File: config.mk
export PLATFORM = sky130hd
export DESIGN_NAME = comparator_serial_nbit
export DESIGN_NICKNAME = d
export VERILOG_FILES = /design/src/rtl/comparator_serial_nbit.sv
export SDC_FILE = /design/constraint.sdc
export NUM_CORES = 1
export LEC_CHECK = 0
export ABC_AREA = 1
export BUFFER_PORTS_ARGS = -buffer_cell sky130_fd_sc_hd__buf_2
export CORE_ASPECT_RATIO = 2
export CORE_MARGIN = 4
export CORE_UTILIZATION = 30
export DETAILED_ROUTE_END_ITERATION = 7
export SLEW_MARGIN = 5
export SYNTH_ARGS = -nofsm -noshare
export SYNTH_HDL_FRONTEND = slang
export SYNTH_SLANG_ARGS = --single-unit
File: constraint.sdc
create_clock -name clk -period 3 [get_ports clk]
set_clock_uncertainty 0.2 [all_clocks]
set_input_delay 0.15 -clock clk [delete_from_list [all_inputs] [get_ports clk]]
set_output_delay 0.15 -clock clk [all_outputs]
set_load 0.02 [all_outputs]
File: src/rtl/comparator_serial_nbit.sv
// Sequential magnitude comparator: scans two WIDTH-bit operands MSB-first,
// STEP bits per clock, with optional early exit at the first differing chunk.
// Signed compares are reduced to unsigned ones by flipping both operand MSBs
// at capture time, so the scan datapath itself never knows about signedness.
module comparator_serial_nbit #(
   parameter int WIDTH      = 8,
   parameter int STEP       = 1,
   parameter int EARLY_EXIT = 1
) (
   input  logic             clk,
   input  logic             rst_n,
   input  logic             start,
   input  logic             signed_mode,
   input  logic [WIDTH-1:0] a,
   input  logic [WIDTH-1:0] b,
   output logic             busy,
   output logic             done,
   output logic             greater,
   output logic             less,
   output logic             equal
);

   localparam int N  = WIDTH / STEP;
   localparam int CW = (N > 1) ? $clog2(N) : 1;
   localparam logic [WIDTH-1:0] MSB_MASK = {1'b1, {(WIDTH-1){1'b0}}};
   localparam logic [CW-1:0]    LAST_IDX = CW'(N - 1);

   typedef enum logic [1:0] {
      S_IDLE    = 2'd0,
      S_COMPARE = 2'd1,
      S_DONE    = 2'd2
   } state_t;

   state_t           state_q, state_d;
   logic [WIDTH-1:0] a_sh_q, a_sh_d;
   logic [WIDTH-1:0] b_sh_q, b_sh_d;
   logic [CW-1:0]    idx_q, idx_d;
   logic             diff_seen_q, diff_seen_d;
   logic             diff_gt_q, diff_gt_d;
   logic             busy_q, busy_d;
   logic             done_q, done_d;
   logic             greater_q, greater_d;
   logic             less_q, less_d;
   logic             equal_q, equal_d;

   logic [STEP-1:0]  chunk_a_s;
   logic [STEP-1:0]  chunk_b_s;
   logic             chunk_differ_s;
   logic             chunk_gt_s;
   logic             decide_s;

   // Next-state, shift-register and result computation for the whole FSM.
   always_comb begin
      state_d        = state_q;
      a_sh_d         = a_sh_q;
      b_sh_d         = b_sh_q;
      idx_d          = idx_q;
      diff_seen_d    = diff_seen_q;
      diff_gt_d      = diff_gt_q;
      busy_d         = busy_q;
      done_d         = 1'b0;
      greater_d      = greater_q;
      less_d         = less_q;
      equal_d        = equal_q;
      decide_s       = 1'b0;
      chunk_a_s      = a_sh_q[WIDTH-1 -: STEP];
      chunk_b_s      = b_sh_q[WIDTH-1 -: STEP];
      chunk_differ_s = (chunk_a_s != chunk_b_s);
      chunk_gt_s     = (chunk_a_s > chunk_b_s);

      case (state_q)
         S_IDLE, S_DONE: begin
            if (start) begin
               // Flipping both MSBs maps two's-complement order onto unsigned order.
               a_sh_d      = signed_mode ? (a ^ MSB_MASK) : a;
               b_sh_d      = signed_mode ? (b ^ MSB_MASK) : b;
               idx_d       = '0;
               diff_seen_d = 1'b0;
               diff_gt_d   = 1'b0;
               busy_d      = 1'b1;
               state_d     = S_COMPARE;
            end else begin
               busy_d  = 1'b0;
               state_d = S_IDLE;
            end
         end
         S_COMPARE: begin
            decide_s = ((EARLY_EXIT != 0) && chunk_differ_s) || (idx_q == LAST_IDX);
            if (decide_s) begin
               busy_d  = 1'b0;
               done_d  = 1'b1;
               state_d = S_DONE;
               // The first differing chunk (recorded or current) decides the order.
               if (diff_seen_q) begin
                  greater_d = diff_gt_q;
                  less_d    = ~diff_gt_q;
                  equal_d   = 1'b0;
               end else if (chunk_differ_s) begin
                  greater_d = chunk_gt_s;
                  less_d    = ~chunk_gt_s;
                  equal_d   = 1'b0;
               end else begin
                  greater_d = 1'b0;
                  less_d    = 1'b0;
                  equal_d   = 1'b1;
               end
            end else begin
               a_sh_d = a_sh_q << STEP;
               b_sh_d = b_sh_q << STEP;
               idx_d  = idx_q + CW'(1);
               busy_d = 1'b1;
               if (chunk_differ_s && !diff_seen_q) begin
                  diff_seen_d = 1'b1;
                  diff_gt_d   = chunk_gt_s;
               end else begin
                  diff_seen_d = diff_seen_q;
                  diff_gt_d   = diff_gt_q;
               end
            end
         end
         default: begin
            busy_d  = 1'b0;
            state_d = S_IDLE;
         end
      endcase
   end

   // State and registered-output flops; reset abandons any compare in flight.
   always_ff @(posedge clk or negedge rst_n) begin
      if (!rst_n) begin
         state_q     <= S_IDLE;
         a_sh_q      <= '0;
         b_sh_q      <= '0;
         idx_q       <= '0;
         diff_seen_q <= 1'b0;
         diff_gt_q   <= 1'b0;
         busy_q      <= 1'b0;
         done_q      <= 1'b0;
         greater_q   <= 1'b0;
         less_q      <= 1'b0;
         equal_q     <= 1'b0;
      end else begin
         state_q     <= state_d;
         a_sh_q      <= a_sh_d;
         b_sh_q      <= b_sh_d;
         idx_q       <= idx_d;
         diff_seen_q <= diff_seen_d;
         diff_gt_q   <= diff_gt_d;
         busy_q      <= busy_d;
         done_q      <= done_d;
         greater_q   <= greater_d;
         less_q      <= less_d;
         equal_q     <= equal_d;
      end
   end

   assign busy    = busy_q;
   assign done    = done_q;
   assign greater = greater_q;
   assign less    = less_q;
   assign equal   = equal_q;

endmodule

# Word level (Yosys, flattened, before mapping)
# Index checks and enable logic that the tools add are counted.
[classes]
mux = 32
n_bitwise = 4
reduce_logical = 9
add_sub_neg = 1
order_cmp = 1
n_eq_ne = 8
[op_table]
columns = ["cell", "n"]
rows = [
  ["$mux 8", 6],
  ["$pmux 8 s2", 2],
  ["$mux 1", 16],
  ["$ne 2x2->1 const B", 4],
  ["$mux 3", 2],
  ["$pmux 1 s2", 3],
  ["$pmux 3 s2", 1],
  ["$not 1->1", 4],
  ["$pmux 2 s2", 1],
  ["$reduce_and 4->1", 1],
  ["$add 3x1->3 const B", 1],
  ["$eq 3x3->1 const B", 1],
  ["$reduce_and 3->1", 1],
  ["$eq 2x1->1 const B", 1],
  ["$eq 2x2->1 const B", 1],
  ["$logic_not 2->1", 1],
  ["$mux 2", 1],
  ["$reduce_and 2->1", 1],
  ["$reduce_bool 2->1", 1],
  ["$reduce_or 2->1", 1],
  ["$gt 1x1->1", 1],
  ["$logic_and 1x1->1", 1],
  ["$logic_not 1->1", 1],
  ["$logic_or 1x1->1", 1],
  ["$ne 1x1->1", 1],
]
[word_totals]
output_inout_bits = 5
word_cells = 66
ff_bits = 28
input_bits = 20

# Longest topological paths before layout
[logic_depth]
depth_word = 5
mapped_depth = 9
ltp_nobuf = 8

# Least setup slack after synthesis
# No wires, ideal clock.
[synth_timing]
kind = "register to register"
from = "reg idx_q[0]"
to = "reg a_sh_q[1]"
period_less_slack_ps = 1687
path_buffers = 2
path_slack_ps = 1313
arrival_ps = 1371
path_stages_with_launch = 9
setup_ps = 116
path_cell_list = "dfrtp_1 > ha_1 > ha_1 > nor2_4 > nand2_4 > buf_6 > buf_6 > nand3_2 > nand2_1"
[synth_between]
elab_chain_len = 4
[synth_lines]
columns = ["element", "line_no", "text"]
rows = [
  ["start: declaration", "37", "logic [CW-1:0] idx_q, idx_d;"],
  ["start signal: assignment", "146", "idx_q <= idx_d;"],
  ["$eq 3x3->1", "88", "decide_s = ((EARLY_EXIT != 0) && chunk_differ_s) || (idx_q == LAST_IDX);"],
  ["$logic_or 1x1->1", "88", ""],
  ["$ne 2x2->1 (no line)", "-", ""],
  ["$reduce_and 3->1 (no line)", "-", ""],
  ["end signal: assignment", "144", "a_sh_q <= a_sh_d;"],
  ["end: declaration", "35", "logic [WIDTH-1:0] a_sh_q, a_sh_d;"],
]
# No other way between the ends.
# A chain may end at the register's enable or synchronous reset.

# Worst setup path in the final report
[layout_timing]
from = "reg idx_q[0]"
to = "reg a_sh_q[0]"
# The elaborated chain is that of the path after synthesis.

==> results.toml <==
[global_routing]
met1_usage_pct = 11.9
met3_usage_pct = 1.96
grt_pass1_vias = 1165
grt_pass1_wl_um = 5130
grt_usage_pct = 10.9
grt-busiest-layer = "met2"
antenna_found_initial = 0
use_met2_pct = 19.6
grt-ovfl-total = 0
grt_max_degree = 29

[die]
start_util_pct = 31.2
rows = 35
die_w_um = 56.9
die_y_um = 106
fp.dieArea_um2 = 6010
ios = 25
core_um2 = 4600

[sta]
worstMarginPinSlew_ns = 0.869
fin_crit_ns = 1.90
final-hold-violation-count = 0
drv_slew = 0
timing.final.crit_share_pct = 63.2
tns_ns = 0
timing.final.ws_setup_ns = 1.10
rsz0062_at_grt = "false"
fmax_mhz = 528
slew_headroom_pct = 42.0
setup_viol = 0

[critical_path]
worstPathArrival_ns = 1.85
cp.required_ns = 2.96
worst_path_max_delay_cell = "dfrtp_1"
crit_path_end_kind = "flop"
crit_path_cell_trace = "ha_1 -> ha_1 -> nor2_4 -> nand2_4 -> nand2_4 -> o21ai_0"
slowest_delay_ns = 0.40
critPathKind = "reg2reg"
critPathMaxFanout = 20
critical_path.startpoint_type = "flop"

[route]
postRouteAntennaNets = 0
avgViaCountPerCell = 4.36
drc = 0
num_vias = 1156
wirelength_um = 2900
firstDrtPassIters = 4
wl_per_cell_um = 10.9
drt_iter0_markers = 14

[yosys]
yosysSeqAreaShare_pct = 48.9
synth-async-reset-ratio_pct = 100
synth_cell_types = 16
syn_avg_cell_area_um2 = 8.23
synth_edf_count = 0
yosysWarnings = 0
syn-cell-area_um2 = 1430
syn_nets = 198
synthCells = 174
ys_seq_elements = 28
synth-main-ff-cell = "dfrtp_1"

[final_layout]
nFillCells = 500
final_cell_mix = "nand2_1 (83), dfrtp_1 (28), buf_2 (24)"
drive_above_1_share_pct = 21.0
final_common_cell = "nand2_1"
fin_nets = 235
syn_to_final_growth_pct = 23.4
antennaDiodeCount = 0

[clocking]
worstSkewPairLatency_ns = 0.27
clock_path_buffers = 2
path_clk_slew_ns = 0.09
cts_htree_levels = 1
clock-sinks = 28
numCtsBuffers = 3
cts_tree = "yes"
root_buffer = "clkbuf_8"

[place]
place_ws_ns = 1.10
dp_hpwl_um = 2110
place_congestion = 0.728
io_buffer_count = 24

[power_and_ir_drop]
p_seq_share_pct = 38.6
ir_worst_vdd_mv = 0.378
total_leakage_power_nw = 0.977
combPwrFrac_pct = 47.1
cellPowerDensity_nw_per_um2 = 916
switching_share_pct = 43.9
p_total_w = 0.00162
switchingPower_w = 0.000711
clkPwrFrac_pct = 14.3
internal_power_w = 0.000909

[run_status]
status = "finished clean"

[hold_path]
hp-class = "in2reg"

[job]
max_cap_viol_count = 0
-- through the flow --
stage,util [%],area [µm²],instances,hold slack (ns)
4_1_cts,38.4,1770,265,0.0850
5_1_grt,38.4,1770,265,0.0974
2_1_floorplan,-,1430,174,-0.346
3_3_place_gp,34.0,1560,246,0.0173
6_report,38.4,1770,265,0.0733
3_5_place_dp,34.0,1560,246,0.00529
-- kinds of logic after synthesis --
| group | after synthesis | synth area share [%] |
|---|---|---|
| fa+ha+maj | 4 | 3.49 |
| flops | 28 | 48.9 |
| compound gates | 7 | 2.45 |
| simple gates | 114 | 37.4 |
| buf+inv | 21 | 7.77 |
-- synth_stat cells (2+ instances only) --
| cell | number | share of area (%) |
|---|---|---|
| ha_1 | 4 | 3.5 |
| inv_1 | 13 | 3.4 |
| nand3_1 | 13 | 4.5 |
| o21ai_0 | 7 | 2.4 |
| nand3_2 | 9 | 6.3 |
| nand2_1 | 83 | 22 |
| dfrtp_1 | 28 | 49 |
| nand2_4 | 2 | 1.6 |
| nor2_1 | 3 | 0.79 |
| buf_4 | 2 | 1.0 |
| buf_2 | 2 | 0.70 |
| buf_6 | 3 | 2.4 |
| nor2_4 | 2 | 1.6 |
-- power groups by stage --
stage               combinational [W]  sequential [W]  clock [W]
finish                       0.000763        0.000625   0.000232
detailed placement           0.000769        0.000635          0
CTS                          0.000785        0.000628   0.000243
global route                 0.000900        0.000646   0.000254
global placement             0.000761        0.000632          0
floorplan                    0.000627        0.000651          0
-- registers in the layout (all words and copies together) (netlist names) --
signal and cells:
b_sh_q 8, less 1, equal 1, done 1, greater 1, state_q 2, busy 1, diff_gt_q 1
idx_q 3, a_sh_q 8, diff_seen_q 1
-- final timing paths --
path                                      startpoint                     to  slack (ns)  depth (start not counted)
worst max-delay path            idx_q[0]$_DFFE_PN0P_  a_sh_q[0]$_DFFE_PN0P_        1.10                          6
max in group asynchronous                      rst_n  a_sh_q[7]$_DFFE_PN0P_        1.98                          2
min in group asynchronous                      rst_n  b_sh_q[2]$_DFFE_PN0P_        0.21                          2
worst min register to register      less$_DFFE_PN0P_       less$_DFFE_PN0P_        0.28                          2
worst max register to register  idx_q[0]$_DFFE_PN0P_  a_sh_q[0]$_DFFE_PN0P_        1.10                          6
worst min-delay path                            b[7]  b_sh_q[7]$_DFFE_PN0P_        0.07                          6
-- repair_timing --
action	CTS	global route
endpoints found under the hold margin	42	0
hold buffers	15	0
gates resized for setup	0	0
buffers inserted	0	0
-- layout make-up --
| cell class | count | area (µm²) | area share [%] |
|---|---|---|---|
| Clock buffer | 4 | 55.1 | 3.11 |
| Inverter | 14 | 52.6 | 2.97 |
| Timing Repair Buffer | 39 | 270 | 15.3 |
| Multi-Input combinational cell | 125 | 621 | 35.1 |
| Sequential cell | 28 | 701 | 39.6 |
| Tap cell | 55 | 68.8 | 3.89 |
-- layer usage --
metal	wire [µm]	up-vias
met1	1140	530
li1	-	606
met3	85	6
met4	62	0
met5	0	-
met2	1610	14
-- worst max-delay path: cells and delay by family, from the launching register on --
kind / cells / cell delay (ns)
AO/OA/AOI/OAI: 1 / 0.12
AND/OR/NAND/NOR: 3 / 0.63
adder cells (fa/ha/maj): 2 / 0.41
flip-flops: 1 / 0.40
No activity file was read; power rests on OpenSTA's default activity.
